File: src/rtl/gate_arb_pkg.sv
//------------------------------------------------------------------------------
// Package : gate_arb_pkg
// Opcode values and FSM state encoding shared by the gate-unit arbiter.
// Revision: 1.0 - initial release
//------------------------------------------------------------------------------
`default_nettype none

package gate_arb_pkg;

    localparam logic [2:0] OP_NOT  = 3'd0;
    localparam logic [2:0] OP_AND  = 3'd1;
    localparam logic [2:0] OP_OR   = 3'd2;
    localparam logic [2:0] OP_NOR  = 3'd3;
    localparam logic [2:0] OP_XOR  = 3'd4;
    localparam logic [2:0] OP_XNOR = 3'd5;
    localparam logic [2:0] OP_NAND = 3'd6;
    localparam logic [2:0] OP_RSVD = 3'd7;

    typedef enum logic [1:0] {
        ST_IDLE = 2'd0,
        ST_EXEC = 2'd1,
        ST_RESP = 2'd2
    } state_t;

endpackage

`default_nettype wire

File: src/rtl/gate_unit_logic.sv
//------------------------------------------------------------------------------
// Module  : gate_unit_logic
// Combinational 2-input bitwise logic unit built from per-bit nand gates.
// Revision: 1.0 - initial release
//------------------------------------------------------------------------------
`default_nettype none

module gate_unit_logic
    import gate_arb_pkg::*;
#(
    parameter int WIDTH = 8
) (
    input  logic [2:0]       op_i,
    input  logic [WIDTH-1:0] a_i,
    input  logic [WIDTH-1:0] b_i,
    output logic [WIDTH-1:0] y_o
);

    wire [WIDTH-1:0] w_na;
    wire [WIDTH-1:0] w_nb;
    wire [WIDTH-1:0] w_nab;
    wire [WIDTH-1:0] w_and;
    wire [WIDTH-1:0] w_or;
    wire [WIDTH-1:0] w_nor;
    wire [WIDTH-1:0] w_xa;
    wire [WIDTH-1:0] w_xb;
    wire [WIDTH-1:0] w_xor;
    wire [WIDTH-1:0] w_xnor;

    // Every function is derived from nand gates; xor uses the classic 4-nand form.
    for (genvar i = 0; i < WIDTH; i++) begin : g_bit
        nand u_na   (w_na[i],   a_i[i],    a_i[i]);
        nand u_nb   (w_nb[i],   b_i[i],    b_i[i]);
        nand u_nab  (w_nab[i],  a_i[i],    b_i[i]);
        nand u_and  (w_and[i],  w_nab[i],  w_nab[i]);
        nand u_or   (w_or[i],   w_na[i],   w_nb[i]);
        nand u_nor  (w_nor[i],  w_or[i],   w_or[i]);
        nand u_xa   (w_xa[i],   a_i[i],    w_nab[i]);
        nand u_xb   (w_xb[i],   b_i[i],    w_nab[i]);
        nand u_xor  (w_xor[i],  w_xa[i],   w_xb[i]);
        nand u_xnor (w_xnor[i], w_xor[i],  w_xor[i]);
    end

    always_comb begin
        y_o = '0;
        case (op_i)
            OP_NOT:  y_o = w_na;
            OP_AND:  y_o = w_and;
            OP_OR:   y_o = w_or;
            OP_NOR:  y_o = w_nor;
            OP_XOR:  y_o = w_xor;
            OP_XNOR: y_o = w_xnor;
            OP_NAND: y_o = w_nab;
            default: y_o = '0;
        endcase
    end

endmodule

`default_nettype wire

File: src/rtl/gate_unit_arbiter.sv
//------------------------------------------------------------------------------
// Module  : gate_unit_arbiter
// Round-robin sharing of one registered bitwise logic unit among NUM_REQ ports.
// Optional macro GATE_ARB_ERR_EN adds resp_err flagging the reserved opcode.
// Revision: 1.0 - initial release
//------------------------------------------------------------------------------
`default_nettype none

module gate_unit_arbiter
    import gate_arb_pkg::*;
#(
    parameter int NUM_REQ = 4,
    parameter int WIDTH   = 8
) (
    input  logic                       clk,
    input  logic                       rst_n,
    input  logic [NUM_REQ-1:0]         req_valid,
    output logic [NUM_REQ-1:0]         req_ready,
    input  logic [3*NUM_REQ-1:0]       req_op,
    input  logic [WIDTH*NUM_REQ-1:0]   req_a,
    input  logic [WIDTH*NUM_REQ-1:0]   req_b,
    output logic                       resp_valid,
    input  logic                       resp_ready,
    output logic [$clog2(NUM_REQ)-1:0] resp_id,
    output logic [WIDTH-1:0]           resp_data
`ifdef GATE_ARB_ERR_EN
    ,
    output logic                       resp_err
`endif
);

    localparam int IDW = $clog2(NUM_REQ);

    state_t           state_q, state_d;
    logic [IDW-1:0]   ptr_q, ptr_d;
    logic [IDW-1:0]   id_q;
    logic [2:0]       op_q;
    logic [WIDTH-1:0] a_q;
    logic [WIDTH-1:0] b_q;
    logic             resp_valid_q;
    logic [IDW-1:0]   resp_id_q;
    logic [WIDTH-1:0] resp_data_q;
    logic [WIDTH-1:0] w_y;
    logic             w_gnt_found;
    logic [IDW-1:0]   w_gnt_idx;
    logic [IDW-1:0]   w_gnt_next;
    logic [IDW:0]     w_sum;
    logic [IDW-1:0]   w_cand;

    // Scan requesters starting at the round-robin pointer, wrapping modulo NUM_REQ.
    always_comb begin
        w_gnt_found = 1'b0;
        w_gnt_idx   = '0;
        w_sum       = '0;
        w_cand      = '0;
        for (int k = 0; k < NUM_REQ; k++) begin
            w_sum  = {1'b0, ptr_q} + (IDW+1)'(k);
            w_cand = (int'(w_sum) >= NUM_REQ) ? IDW'(int'(w_sum) - NUM_REQ) : IDW'(w_sum);
            if (!w_gnt_found && req_valid[w_cand]) begin
                w_gnt_found = 1'b1;
                w_gnt_idx   = w_cand;
            end
        end
    end

    assign w_gnt_next = (w_gnt_idx == IDW'(NUM_REQ - 1)) ? '0 : w_gnt_idx + IDW'(1);

    always_ff @(posedge clk or negedge rst_n) begin
        if (!rst_n) begin
            state_q <= ST_IDLE;
            ptr_q   <= '0;
        end else begin
            state_q <= state_d;
            ptr_q   <= ptr_d;
        end
    end

    always_comb begin
        state_d   = state_q;
        ptr_d     = ptr_q;
        req_ready = '0;
        case (state_q)
            ST_IDLE: begin
                if (w_gnt_found) begin
                    req_ready[w_gnt_idx] = 1'b1;
                    ptr_d                = w_gnt_next;
                    state_d              = ST_EXEC;
                end
            end
            ST_EXEC: state_d = ST_RESP;
            ST_RESP: begin
                if (resp_valid_q && resp_ready) begin
                    state_d = ST_IDLE;
                end
            end
            default: state_d = ST_IDLE;
        endcase
    end

    gate_unit_logic #(
        .WIDTH (WIDTH)
    ) u_logic (
        .op_i (op_q),
        .a_i  (a_q),
        .b_i  (b_q),
        .y_o  (w_y)
    );

    always_ff @(posedge clk or negedge rst_n) begin
        if (!rst_n) begin
            id_q         <= '0;
            op_q         <= '0;
            a_q          <= '0;
            b_q          <= '0;
            resp_valid_q <= 1'b0;
            resp_id_q    <= '0;
            resp_data_q  <= '0;
        end else begin
            if (state_q == ST_IDLE && w_gnt_found) begin
                id_q <= w_gnt_idx;
                op_q <= req_op[int'(w_gnt_idx)*3 +: 3];
                a_q  <= req_a[int'(w_gnt_idx)*WIDTH +: WIDTH];
                b_q  <= req_b[int'(w_gnt_idx)*WIDTH +: WIDTH];
            end
            if (state_q == ST_EXEC) begin
                resp_data_q  <= w_y;
                resp_id_q    <= id_q;
                resp_valid_q <= 1'b1;
            end
            if (state_q == ST_RESP && resp_valid_q && resp_ready) begin
                resp_valid_q <= 1'b0;
            end
        end
    end

`ifdef GATE_ARB_ERR_EN
    logic resp_err_q;

    always_ff @(posedge clk or negedge rst_n) begin
        if (!rst_n) begin
            resp_err_q <= 1'b0;
        end else if (state_q == ST_EXEC) begin
            resp_err_q <= (op_q == OP_RSVD);
        end else if (state_q == ST_RESP && resp_valid_q && resp_ready) begin
            resp_err_q <= 1'b0;
        end
    end

    assign resp_err = resp_err_q;
`endif

    assign resp_valid = resp_valid_q;
    assign resp_id    = resp_id_q;
    assign resp_data  = resp_data_q;

endmodule

`default_nettype wire
File: config.mk
export PLATFORM = sky130hd
export DESIGN_NAME = gate_unit_arbiter
export DESIGN_NICKNAME = d
export VERILOG_FILES = /design/src/rtl/gate_arb_pkg.sv /design/src/rtl/gate_unit_logic.sv /design/src/rtl/gate_unit_arbiter.sv
export SDC_FILE = /design/constraint.sdc
export NUM_CORES = 1
export LEC_CHECK = 0
export BUFFER_PORTS_ARGS = -buffer_cell sky130_fd_sc_hd__buf_2
export CORE_UTILIZATION = 49
export DETAILED_ROUTE_END_ITERATION = 10
export PLACE_DENSITY = 0.78
export SYNTH_ARGS = -nofsm -noshare
export SYNTH_HDL_FRONTEND = slang
export SYNTH_SLANG_ARGS = --single-unit
File: constraint.sdc
create_clock -name clk -period 2.3 [get_ports clk]
set_input_delay 0.23 -clock clk [delete_from_list [all_inputs] [get_ports clk]]
set_output_delay 0.23 -clock clk [all_outputs]
set_load 0.01 [all_outputs]
==> key figures, run 1 <==
Die
  • Ports: 98
  • Full die area: 6070 sq um
  • Core Region: 5540 sq um
  • Initial Utilization: 50.9%
  • Die Y: 77.9 microns
  • Die Span X: 77.9 microns
  • Placement Rows: 27

Synth
  • Seq cells post-synth: 36
  • Sequential area share after synthesis: 31.9%
  • Yosys warns: 0
  • Post-Syn Area: 2820 sq um
  • Most frequent cell after synthesis: nand2_1
  • Dominant synthesized flop cell: dfrtp_1
  • Number of synthesized flops with an enable pin: 0
  • Area share of the largest cell type after synthesis: 31.9%
  • Commonest cells post-synth: nand2_1, mux2i_1, dfrtp_1
  • Fraction of registers with async set/reset: 100%
  • Post-synth net total: 396
  • Synth area leaders: dfrtp_1, mux2i_1, o221ai_2, ha_1, nand2_1
  • Leading area contributor after synthesis: dfrtp_1
  • Synth unique cells: 40
  • Synthesized instance count: 296
  • Syn_area_per_cell: 9.53 sq um

Critical path
  • Crit Path Max Fanout: 21
  • Worst path top cell family by delay: simple AND/OR/NAND/NOR gates
  • Worst setup EP type: primary output
  • Bufs and invs on worst path: 2
  • Cells along the critical path: or3_1 > clkinv_4 > nand2_4 > nor2_1 > buf_2
  • CP arrival: 1770 ps
  • Critical path class: register to primary output
  • Worst path max stage delay: 440 ps
  • R2r setup slk: 510 ps
  • Startpoint types: register
  • CP required: 2070 ps
  • CP max stage cell: or3_1

STA
  • Worst-margin pin slew: 772 ps
  • Slew HR: 48.6%
  • Max Slew Vio Count: 0
  • RSZ-0062 raised after global routing: no
  • F_max: 501 MHz
  • Setup_tns: 0 ps
  • Fin crit share: 86.8%
  • Final hold vios: 0
  • Clock skew: 7.69 ps
  • Tmin final: 2000 ps
  • Setup violation total in the final timing report: 0

Clock tree
  • Root Driver: clkbuf_8
  • Clock Sinks: 36
  • CTS tree: built
  • H-tree depth: 2
  • Post_cts resized: 0
  • Longest Clk Path Bufs: 2
  • CTS Buf Count: 5
  • CTS clk-pin slew, worst paths: 70 ps
  • Clock latency on the worst-skew pair: 290 ps
  • CTS hold repair buffers: 0
  • # Post-CTS Setup Buffers: 0

Finish
  • Layout cells sized above 1: 36.3%
  • Area of the multi-input gates: 1670 sq um
  • Layout area overhead: 20.6%
  • Nets: 485
  • Util after Layout: 61.4%
  • Layout fillers: 505
  • Sequential cell area: 901 sq um
  • ANT cells: 0

Drt
  • DR WL met3: 267 microns
  • First-pass DRT Iterations: 4
  • Max Used Layer: met4
  • Final ANT Viol Nets: 0
  • Initial DRC count: 111
  • Drt wl/cell: 13.5 microns
  • M1 WL: 2.69 mm
  • DR WL met2: 3.11 mm
  • Vias per std cell: 5.33
  • Total Wirelength: 6.17 mm
  • Via Count: 2443
  • DRC: 0

Placed design
  • Routability congestion estimate: 0.811
  • PortBufs: 97
  • Post-DP HPWL: 4.68 mm

Power and ir drop
  • Reg power frac: 28.2%
  • Max VDD drop: 0.000611 V
  • PwrDens: 1340 nW/um^2
  • Total power: 4.56 mW
  • Leakage power: 1.80 nW
  • Switching power share of the total: 45.1%
  • Clock share of power: 12.0%
  • Net Sw Power: 2.06 mW
  • Int Pwr: 2.50 mW
  • Logic pwr share: 59.8%

Run
  • Max Cap Viol: 0

GRT
  • Vias in the first global route: 2403
  • Largest net degree at the start of global routing: 37
  • GRT overflow: 0
  • Tot GR Track Use: 22.3%
  • First-pass GRT wire length: 10.7 mm
  • Initial antenna violation count: 0

Min path
  • Worst Hold Class: primary input to async pin

Outcome
  • Status: completed
-- through the flow --
step                cell area (sq um)  setup WS, ps  cells  hold WS [ps]
global placement                 3300           519    450           344
CTS                              3400           303    458          45.0
floorplan                        2820           648    296         -65.6
finish                           3400           305    458          6.98
detailed placement               3300           501    450           354
global route                     3400           203    458          78.5
-- flip-flops by register name, indices dropped and copies added (netlist names) --
name / count
a_q: 8
b_q: 8
id_q: 2
op_q: 3
ptr_q: 2
resp_data: 8
resp_id: 2
resp_valid: 1
state_q: 2
-- worst reg2reg max path, delay by kind of cell, from the launching register on --
kind / cells / cell delay, ps
DFF: 1 / 410
muxes: 1 / 330
buffers and inverters: 1 / 390
and+or+nand+nor: 2 / 300
AOI/OAI and AO/OA: 2 / 250
-- cells in the final DEF (no fill, tap or decap), types with 2 or more instances in the layout --
master | netlist | routed
buf_2 | 3 | 97
o21ai_0 | 26 | 26
dfrtp_1 | 36 | 36
ha_1 | 17 | 17
xor2_1 | 2 | 2
inv_1 | 24 | 24
o221ai_1 | 7 | 7
o221ai_2 | 18 | 18
mux2_2 | 6 | 6
o22ai_1 | 2 | 2
nor2b_1 | 6 | 6
buf_4 | 1 | 6
o31ai_1 | 2 | 2
clkbuf_8 | 0 | 5
nor2_1 | 7 | 7
a21oi_1 | 11 | 11
nand2_1 | 47 | 47
mux2i_1 | 44 | 44
-- final cells by class --
type	instances	share of cell area, %
sequential	36	26.5
multi-input combinational	213	49.1
tap	72	2.65
timing repair buffer	103	15.6
clock inverter	2	1.03
inverter	26	3.01
clock buffer	6	2.13
-- kinds of logic after synthesis --
group	share of synthesized area, %
mux	18.0
fa+ha+maj	7.54
xor+xnor	0.931
flops	31.9
compound gates	22.0
simple gates	10.8
buf+inv	8.83
-- layer usage --
| layer | vias up | track usage (%) |
|---|---|---|
| li1 | 1229 | - |
| met1 | 1134 | 27.4 |
| met5 | - | 0 |
| met3 | 10 | 4.24 |
| met4 | 0 | 6.42 |
| met2 | 70 | 39.3 |
-- path summary, 6_finish.rpt --
path	startpoint	to	cells after the start
max reg2reg	ptr_q[0]	a_q[2]	6
min	rst_n	resp_id[1]	1
min in group clk	resp_ready	state_q[1]	4
max	state_q[1]	req_ready[0]	5
max in group asynchronous	rst_n	resp_data[4]	1
min reg2reg	resp_data[1]	resp_data[1]	2
-- power groups by stage --
stage	clock network (mW)	registers, mW	logic (mW)
3_3_place_gp	0	1.28	2.61
5_1_grt	0.588	1.35	3.10
6_report	0.546	1.29	2.73
4_1_cts	0.554	1.28	2.74
2_1_floorplan	0	1.20	2.27
3_5_place_dp	0	1.29	2.72
No activity file was read; power rests on OpenSTA's default activity.
==> run 2, diff against run 1 <==
Settings changed: ABC_AREA set to 1, PLACE_DENSITY 0.78 to 0.76.
==> run 2 against run 1 <==
- sequential share of layout area down 5.3 points
- hold slack better by 2.4 ps
- final area up 26%
- cell count up 58%
- core utilization up 4.8 points
- the flow now finishes with violations (DRC, setup timing)
- clock-buffer cell count unchanged
- combinational power up 110%
- non-clock buffer count up 20
- total power up 63%
==> key figures, run 2 <==
Die
  • Die Span X: 84.3 microns
  • Die Y: 84.3 microns
  • Full die area: 7100 sq um
  • Ports: 98
  • Core Region: 6460 sq um
  • Placement Rows: 29
  • Initial Utilization: 51.4%

Clock tree
  • Clock Sinks: 36
  • H-tree depth: 2
  • CTS tree: built
  • Longest Clk Path Bufs: 2
  • CTS Buf Count: 5
  • CTS clk-pin slew, worst paths: 70 ps
  • Root Driver: clkbuf_8
  • Clock latency on the worst-skew pair: 300 ps
  • CTS hold repair buffers: 0

Critical path
  • CP max stage cell: dfrtp_2
  • Critical path class: register to primary output
  • Crit Path Max Fanout: 6
  • CP required: 2070 ps
  • CP arrival: 2160 ps
  • Cells along the critical path: clkinv_4 > buf_6 > nand2_2 > nand2_2 > nor2_1 > nor2_2 > nand3_4 > nand2_4 > inv_1 > nand2_2 > nor2_1 > buf_2
  • Crit-path most repeated cell: nand2_2
  • Worst path top cell family by delay: simple AND/OR/NAND/NOR gates
  • Startpoint types: register
  • Bufs and invs on worst path: 4
  • Worst setup EP type: primary output
  • Worst path max stage delay: 460 ps

Placed design
  • Dpl cell area: 3820 sq um
  • DP Worst Slack: 150 ps
  • Placed insts: 699
  • Routability congestion estimate: 0.817
  • Post-DP HPWL: 6.26 mm
  • PortBufs: 97

STA
  • Final Worst Setup Slack: -92.4 ps
  • Clock skew: 8.74 ps
  • Slew HR: 47.9%
  • Worst-margin pin slew: 782 ps
  • Fin crit share: 104%
  • Setup violation total in the final timing report: 4
  • Max Slew Vio Count: 0
  • Final hold vios: 0
  • F_max: 418 MHz
  • RSZ-0062 raised after global routing: yes
  • Tmin final: 2390 ps

Finish
  • Sequential cell area: 903 sq um
  • Util after Layout: 66.2%
  • Area of the multi-input gates: 1910 sq um
  • Layout Cells excl Fill: 723
  • Layout cells sized above 1: 25.5%
  • Nets: 746
  • Final std cell area, no fill: 4280 sq um
  • Layout fillers: 574
  • Commonest non-fill, non-tap cell in the layout: nand2_1
  • Commonest non-fill, non-tap cells in the layout: nand2_1, inv_1, buf_2
  • ANT cells: 0
  • Layout area overhead: 28.8%

Min path
  • Worst Hold Class: primary input to async pin

Drt
  • DRC: 6
  • Initial DRC count: 273
  • Vias per std cell: 5.39
  • Via Count: 3900
  • Total Wirelength: 9.94 mm
  • Drt wl/cell: 13.7 microns
  • First-pass DRT Iterations: 9
  • Final ANT Viol Nets: 0

Synth
  • Post-Syn Area: 3320 sq um
  • Seq cells post-synth: 36
  • Synthesized instance count: 542
  • Number of synthesized flops with an enable pin: 0
  • Commonest cells post-synth: nand2_1, inv_1, nand3_1
  • Fraction of registers with async set/reset: 100%
  • Post-synth net total: 642
  • Most frequent cell after synthesis: nand2_1
  • Syn_area_per_cell: 6.12 sq um
  • Synth unique cells: 28
  • Synth area leaders: dfrtp_1, nand2_1, inv_1, nand3_1, nand4_1
  • Area share of the largest cell type after synthesis: 27.1%
  • Leading area contributor after synthesis: dfrtp_1
  • Dominant synthesized flop cell: dfrtp_1
  • Yosys warns: 0
  • Sequential area share after synthesis: 27.1%

Run
  • Max Cap Viol: 0

GRT
  • Largest net degree at the start of global routing: 40
  • Vias in the first global route: 3286
  • Initial antenna violation count: 0
  • First-pass GRT wire length: 14.7 mm
  • GRT overflow: 0
  • Tot GR Track Use: 25.3%

Power and ir drop
  • Total power: 7.42 mW
  • PwrDens: 1730 nW/um^2
  • Leakage power: 2.64 nW
  • Max VDD drop: 0.000770 V

Outcome
  • Failing checks: DRC, setup timing
  • Status: finished, violations left
-- run 2: cell count changes in the layout (fill, tap and decap cells not counted), moves of 18 or more --
cell	change
nand2_1	+133
inv_1	+90
nand3_1	+48
mux2i_1	-44
nand4_1	+38
o221ai_2	-18
-- run 2: metal layers --
layer | wire length (microns) | GRT usage (%) | part of all wire, % | vias up
met1 | 4360 | 34.7 | 44 | 1757
li1 | - | - | - | 1912
met4 | 234 | 7.37 | 2.4 | 0
met5 | 0 | 0 | 0 | -
met2 | 4580 | 41.6 | 46 | 205
met3 | 771 | 3.64 | 7.8 | 26
-- run 2: logic make-up (layout without fill, tap and decap cells) --
group           Yosys count  count (layout)  share of synthesized area [%]
flops                    36              36                           27.1
compound gates           39              39                           7.47
simple gates            304             304                           40.3
fa+ha+maj                17              17                           6.41
buf+inv                 146             250                           18.6
-- run 2: cell type report --
class / count / area share [%]
timing repair buffer: 123 / 19.3
clock buffer: 6 / 1.70
inverter: 120 / 10.8
sequential: 36 / 21.1
multi-input combinational: 360 / 44.7
clock inverter: 1 / 0.117
tap: 77 / 2.25
-- run 2: worst paths after layout --
path / from / end / slack [ps] / cells after the start
min in group clk: resp_ready / resp_valid / 240 / 4
hold reg to reg: resp_id[1] / resp_id[1] / 470 / 2
setup / recovery: ptr_q[0] / req_ready[0] / -90 / 12
max in group asynchronous: rst_n / ptr_q[1] / 1750 / 1
hold / removal: rst_n / state_q[1] / 9 / 1
setup reg to reg: ptr_q[0] / a_q[5] / 90 / 13
-- run 2: timing repair --
item                                    4_1_cts  5_1_grt
endpoints found under the setup margin        4        6
setup buffers                                 3        9
gates cloned                                  0        5
pin swaps                                     0       16
resized for setup                             5       47
-- run 2: report_power, final --
part | switching [mW] | internal, mW | total, mW
clock | 0.219 | 0.206 | 0.425
sequential | 0.294 | 0.971 | 1.26
combinational | 3.44 | 2.29 | 5.73
total | 3.95 | 3.47 | 7.42
-- run 2: stage by stage --
stage | TNS [ps] | hold slack, ps
floorplan | 0 | -65.6
global placement | 0 | 356
detailed placement | 0 | 357
CTS | 0 | 41.0
global route | -1210 | 82.4
finish | -277 | 9.40
